$ cat config.mk
export PLATFORM = sky130hd
export DESIGN_NAME = imem_loader
export DESIGN_NICKNAME = d
export VERILOG_FILES = /design/src/rtl/imem_loader.sv
export SDC_FILE = /design/constraint.sdc
export NUM_CORES = 1
export LEC_CHECK = 0
export ABC_CLOCK_PERIOD_IN_PS = 5200
export CAP_MARGIN = 15
export CORE_MARGIN = 5
export CORE_UTILIZATION = 41
export DETAILED_ROUTE_END_ITERATION = 6
export SYNTH_ARGS = -nofsm -noshare
export SYNTH_HDL_FRONTEND = slang
export SYNTH_SLANG_ARGS = --single-unit
$ cat constraint.sdc
create_clock -name clk -period 5.2 [get_ports clk]
set_clock_uncertainty 0.1 [all_clocks]
set_input_delay 1.04 -clock clk [delete_from_list [all_inputs] [get_ports clk]]
set_output_delay 1.04 -clock clk [all_outputs]
set_load 0.02 [all_outputs]
$ cat src/rtl/imem_loader.sv
// Streams a length-prefixed, checksummed firmware image into imem
// one whole word per write, holding the CPU in reset until it verifies.
module imem_loader #(
  parameter int ADDR_W = 8,
  parameter int WORD_W = 16
) (
  input  logic              clk,
  input  logic              rst_n,
  input  logic              start_i,
  input  logic [7:0]        byte_i,
  input  logic              byte_valid_i,
  output logic              byte_ready_o,
  output logic              we_o,
  output logic [ADDR_W-1:0] waddr_o,
  output logic [WORD_W-1:0] wdata_o,
  output logic              cpu_rst_n_o,
  output logic              done_o,
  output logic              err_o
);

  localparam int BPW = WORD_W / 8;
  localparam int BW  = (BPW > 1) ? $clog2(BPW) : 1;
  localparam int IW  = ADDR_W + 1;
  localparam logic [31:0] CAP = 32'd1 << ADDR_W;

  localparam logic [2:0] S_IDLE   = 3'd0;
  localparam logic [2:0] S_LEN_HI = 3'd1;
  localparam logic [2:0] S_LEN_LO = 3'd2;
  localparam logic [2:0] S_DATA   = 3'd3;
  localparam logic [2:0] S_CSUM   = 3'd4;
  localparam logic [2:0] S_DONE   = 3'd5;
  localparam logic [2:0] S_ERR    = 3'd6;

  logic [2:0]        state_q, state_d;
  logic [15:0]       len_q, len_d;
  logic [IW-1:0]     idx_q, idx_d;
  logic [BW-1:0]     bcnt_q, bcnt_d;
  logic [7:0]        sum_q, sum_d;
  logic [WORD_W-1:0] asm_q, asm_d;
  logic              we_q, we_d;
  logic [ADDR_W-1:0] waddr_q, waddr_d;
  logic [WORD_W-1:0] wdata_q, wdata_d;
  logic              cpu_q, cpu_d;
  logic              done_q, done_d;
  logic              err_q, err_d;

  logic              xfer;
  logic [15:0]       len_n;
  logic [WORD_W+7:0] asm_w;

  assign byte_ready_o = (state_q == S_LEN_HI) || (state_q == S_LEN_LO) ||
                        (state_q == S_DATA)   || (state_q == S_CSUM);
  assign xfer  = byte_valid_i && byte_ready_o;
  assign len_n = {len_q[15:8], byte_i};
  assign asm_w = {asm_q, byte_i};

  always_comb begin
    state_d = state_q;
    len_d   = len_q;
    idx_d   = idx_q;
    bcnt_d  = bcnt_q;
    sum_d   = sum_q;
    asm_d   = asm_q;
    we_d    = 1'b0;
    waddr_d = waddr_q;
    wdata_d = wdata_q;
    cpu_d   = cpu_q;
    done_d  = done_q;
    err_d   = err_q;
    unique case (state_q)
      S_IDLE, S_DONE, S_ERR: begin
        if (start_i) begin
          state_d = S_LEN_HI;
          done_d  = 1'b0;
          err_d   = 1'b0;
          cpu_d   = 1'b0;
          sum_d   = '0;
          idx_d   = '0;
          bcnt_d  = '0;
        end
      end
      S_LEN_HI: begin
        if (xfer) begin
          len_d[15:8] = byte_i;
          state_d     = S_LEN_LO;
        end
      end
      S_LEN_LO: begin
        if (xfer) begin
          len_d = len_n;
          if ({16'd0, len_n} > CAP) begin
            state_d = S_ERR;
            err_d   = 1'b1;
          end else if (len_n == 16'd0) begin
            state_d = S_CSUM;
          end else begin
            state_d = S_DATA;
          end
        end
      end
      S_DATA: begin
        if (xfer) begin
          asm_d = asm_w[WORD_W-1:0];
          sum_d = sum_q + byte_i;
          if (bcnt_q == BW'(BPW - 1)) begin
            bcnt_d  = '0;
            we_d    = 1'b1;
            wdata_d = asm_w[WORD_W-1:0];
            waddr_d = idx_q[ADDR_W-1:0];
            idx_d   = idx_q + IW'(1);
            if ((32'(idx_q) + 32'd1) == {16'd0, len_q})
              state_d = S_CSUM;
          end else begin
            bcnt_d = bcnt_q + BW'(1);
          end
        end
      end
      S_CSUM: begin
        if (xfer) begin
          if (byte_i == sum_q) begin
            state_d = S_DONE;
            done_d  = 1'b1;
            cpu_d   = 1'b1;
          end else begin
            state_d = S_ERR;
            err_d   = 1'b1;
          end
        end
      end
      default: state_d = S_IDLE;
    endcase
  end

  always_ff @(posedge clk) begin
    if (!rst_n) begin
      state_q <= S_IDLE;
      len_q   <= '0;
      idx_q   <= '0;
      bcnt_q  <= '0;
      sum_q   <= '0;
      asm_q   <= '0;
      we_q    <= 1'b0;
      waddr_q <= '0;
      wdata_q <= '0;
      cpu_q   <= 1'b0;
      done_q  <= 1'b0;
      err_q   <= 1'b0;
    end else begin
      state_q <= state_d;
      len_q   <= len_d;
      idx_q   <= idx_d;
      bcnt_q  <= bcnt_d;
      sum_q   <= sum_d;
      asm_q   <= asm_d;
      we_q    <= we_d;
      waddr_q <= waddr_d;
      wdata_q <= wdata_d;
      cpu_q   <= cpu_d;
      done_q  <= done_d;
      err_q   <= err_d;
    end
  end

  assign we_o        = we_q;
  assign waddr_o     = waddr_q;
  assign wdata_o     = wdata_q;
  assign cpu_rst_n_o = cpu_q;
  assign done_o      = done_q;
  assign err_o       = err_q;

endmodule

==> qor.yml <==
synthesis:
  net_count_synth: 475
  share_of_flip_flops_with_an_asynchronous_set_or_reset_after_synthesis_pct: 0
  synthesis.yosys.warnings: 0
  synth_area_per_cell_sq_um: 7.84
  synth_cell_type_count: 55
  synth-edff-count: 0
  yosys_register_bits: 72
  synth_flop_cell: "sky130_fd_sc_hd__dfxtp_1"
  synth_seq_area_share_pct: 40.5
  synthesis.area_sq_mm: 0.00356
  netlist_instances: 454
grt:
  gr-total-overflow: 0
  grt_start_max_net_pins: 63
  grtUsageTotal_pct: 16.5
  first_global_vias: 2891
  grt_antenna_before_repair: 0
  grt_pass1_wl_um: 13900
setup_path:
  timing.critical_path.fanout_max: 7
  cp-end-kind: "register"
  regToRegEndpoint: "state_q[0]$_SDFFE_PN0P_"
  criticalPathCategory: "in -> reg"
  start_kind: "primary input"
  worst_ep_required_time_ns: 5.38
  arrival_ns: 3.48
  rrSetupSlack_ns: 2.57
  reg2reg_depth: 8
  worst_r2r_startpoint: "idx_q[0]$_SDFFE_PN0P_"
timing:
  rsz_0062_raised_after_global_routing: "false"
  fin_crit_ns: 3.31
  hold_viol_final: 0
  setup-tns-final_ns: 0
  finalSetupViolations: 0
  timing.final.ws_setup_ns: 1.89
  timing.max_slew.rel_slack_pct: 29.3
  tightest_slew_ns: 1.06
  layout_worst_path_cycle_share_pct: 63.6
  timing.final.max_slew_violations: 0
  fmax_mhz: 302
clocking:
  clk_path_buf_depth: 2
  clkSinkCount: 72
  cts_resized: 0
  cts_made_buffers: 9
  cts_hold_buf: 0
  postCtsSetupBuffers: 0
  cts-htree-levels: 3
  clock_network_latency_to_the_later_pin_of_the_worst_skew_pair_ns: 0.35
  clkTransAtPathRegs_ns: 0.08
  clock_tree_from_tritoncts: "built"
  root_buffer: "sky130_fd_sc_hd__clkbuf_8"
floorplanning:
  row_count: 34
  die_height_um: 103
  boundaryPins: 41
  starting_density_of_the_core_pct: 41.4
  dieArea_sq_mm: 0.0106
  floorplan.die.width_um: 103
  area_of_the_core_region_sq_mm: 0.00859
place:
  globalplace.congestion: 0.812
  dp.final_hpwl_um: 5790
  placed_cells: 575
  preCtsSetupSlack_ns: 1.54
  port_buffers: 40
power_and_ir_drop:
  vdd_ir_drop_max_uv: 181
  power-per-cell-area_mw_per_mm2: 342
  total_power_mw: 1.42
  total_leakage_power_nw: 1.43
routing:
  dr.pass1.iters: 4
  vias_post_dr: 3176
  post_drt_wl_per_cell_um: 14.5
  drt_iter0_markers: 94
  drt-vias-per-instance: 5.37
  drc_errors: 0
  postRouteAntennaNets: 0
  drt_wl_total_um: 8550
final_layout:
  most-common-layout-cells: "123 x sky130_fd_sc_hd__nand2_1, 72 x sky130_fd_sc_hd__a21oi_1, 72 x sky130_fd_sc_hd__dfxtp_1"
  num-fill-cells: 869
  post_route_cells_drive_above_1_share_pct: 6.42
  flow.area_growth_from_synthesis_pct: 17.1
  mostFrequentLayoutCell: "sky130_fd_sc_hd__nand2_1"
  finish.net_count: 499
  insertedDiodeCount: 0
  post_layout_nonfiller_instances: 591
hold_path:
  hold_end: "waddr_o[1]$_SDFFE_PN0P_"
  hold_path_start: "waddr_o[1]$_SDFFE_PN0P_"
  hp-class: "reg -> reg"
  holdPathStages: 2
job:
  maxCapViolations: 0
outcome:
  outcome: "finished, final reports clean"
==> kinds of logic (layout without fill, tap and decap cells) <==
family | count (synthesis) | count (layout) | share of synthesized area (%)
muxes | 8 | 8 | 2.39
AOI/OAI and AO/OA | 107 | 107 | 17.7
xor gates and xnor gates | 20 | 20 | 4.92
buffers and inverters | 36 | 65 | 5.20
and+or+nand+nor | 202 | 202 | 25.9
adders and majority gates | 9 | 9 | 3.37
DFF | 72 | 72 | 40.5
==> worst max path at each step <==
stage	startpoint	end
3_3_place_gp	byte_i[1]	sum_q[7]$_SDFFE_PN0P_
3_5_place_dp	byte_i[1]	sum_q[7]$_SDFFE_PN0P_
4_1_cts	byte_i[1]	sum_q[7]$_SDFFE_PN0P_
6_report	byte_i[1]	sum_q[7]$_SDFFE_PN0P_
5_1_grt	byte_i[1]	sum_q[7]$_SDFFE_PN0P_
2_1_floorplan	byte_i[1]	sum_q[7]$_SDFFE_PN0P_
==> power breakdown <==
part | switching [mW] | internal, mW | total, mW | leakage, nW
registers | 0.0460 | 0.579 | 0.625 | 0.581
clock network | 0.227 | 0.273 | 0.500 | 0.107
logic | 0.175 | 0.124 | 0.299 | 0.737
==> metal layers <==
metal,GRT usage (%),vias to the layer above,part of all wire [%]
met5,0,-,0
met4,6.77,0,1.5
met2,26.0,49,46
li1,-,1615,-
met3,3.29,14,4.0
met1,22.2,1498,49
==> cell type report <==
class	instances	area (sq um)	share of cell area (%)
repair buffers	42	415	9.96
flip-flops and latches	72	1440	34.6
well taps	108	135	3.24
clock buffers	10	128	3.06
inverters	7	26.3	0.630
multi-input cells	346	1930	46.4
clock inverters	6	90.1	2.16
==> synthesized netlist by cell type, types with 6 or more instances <==
cell	number	area share, %
sky130_fd_sc_hd__nand2_1	123	13
sky130_fd_sc_hd__a21oi_1	72	10
sky130_fd_sc_hd__dfxtp_1	72	40
sky130_fd_sc_hd__nor2_1	20	2.1
sky130_fd_sc_hd__nand3_1	14	2.0
sky130_fd_sc_hd__xnor2_1	13	3.2
sky130_fd_sc_hd__o21ai_0	11	1.5
sky130_fd_sc_hd__buf_2	10	1.4
sky130_fd_sc_hd__clkbuf_1	10	1.1
sky130_fd_sc_hd__nor3_1	9	1.3
sky130_fd_sc_hd__ha_1	8	2.8
sky130_fd_sc_hd__xor2_1	7	1.7
sky130_fd_sc_hd__inv_1	6	0.63
==> registers in the layout (all words and copies together) (netlist names) <==
name and flops:
done_o 1, we_o 1, sum_q 8, bcnt_q 1, state_q 3, waddr_o 8, len_q 16, wdata_o 16
idx_q 9, asm_q 8, err_o 1
==> worst max-delay path, cell delays in order <==
cell,delay (ns)
sky130_fd_sc_hd__clkdlybuf4s50_1,0.66
sky130_fd_sc_hd__ha_1,0.31
sky130_fd_sc_hd__a21o_1,0.16
sky130_fd_sc_hd__a21oi_1,0.21
sky130_fd_sc_hd__o21bai_1,0.11
sky130_fd_sc_hd__a2111oi_0,0.45
sky130_fd_sc_hd__nor3_1,0.15
sky130_fd_sc_hd__mux2i_1,0.20
sky130_fd_sc_hd__mux2i_1,0.20
==> per-stage QoR <==
step / hold slack, ns / utilization [%] / cell area, sq um
after floorplan: 0.332 / - / 3560
after detailed placement: 0.348 / 46.0 / 3950
final: 0.357 / 48.5 / 4170
after global placement: 0.343 / 46.0 / 3950
after global routing: 0.373 / 48.5 / 4170
after CTS: 0.359 / 48.5 / 4170
No activity file was read; power rests on OpenSTA's default activity.
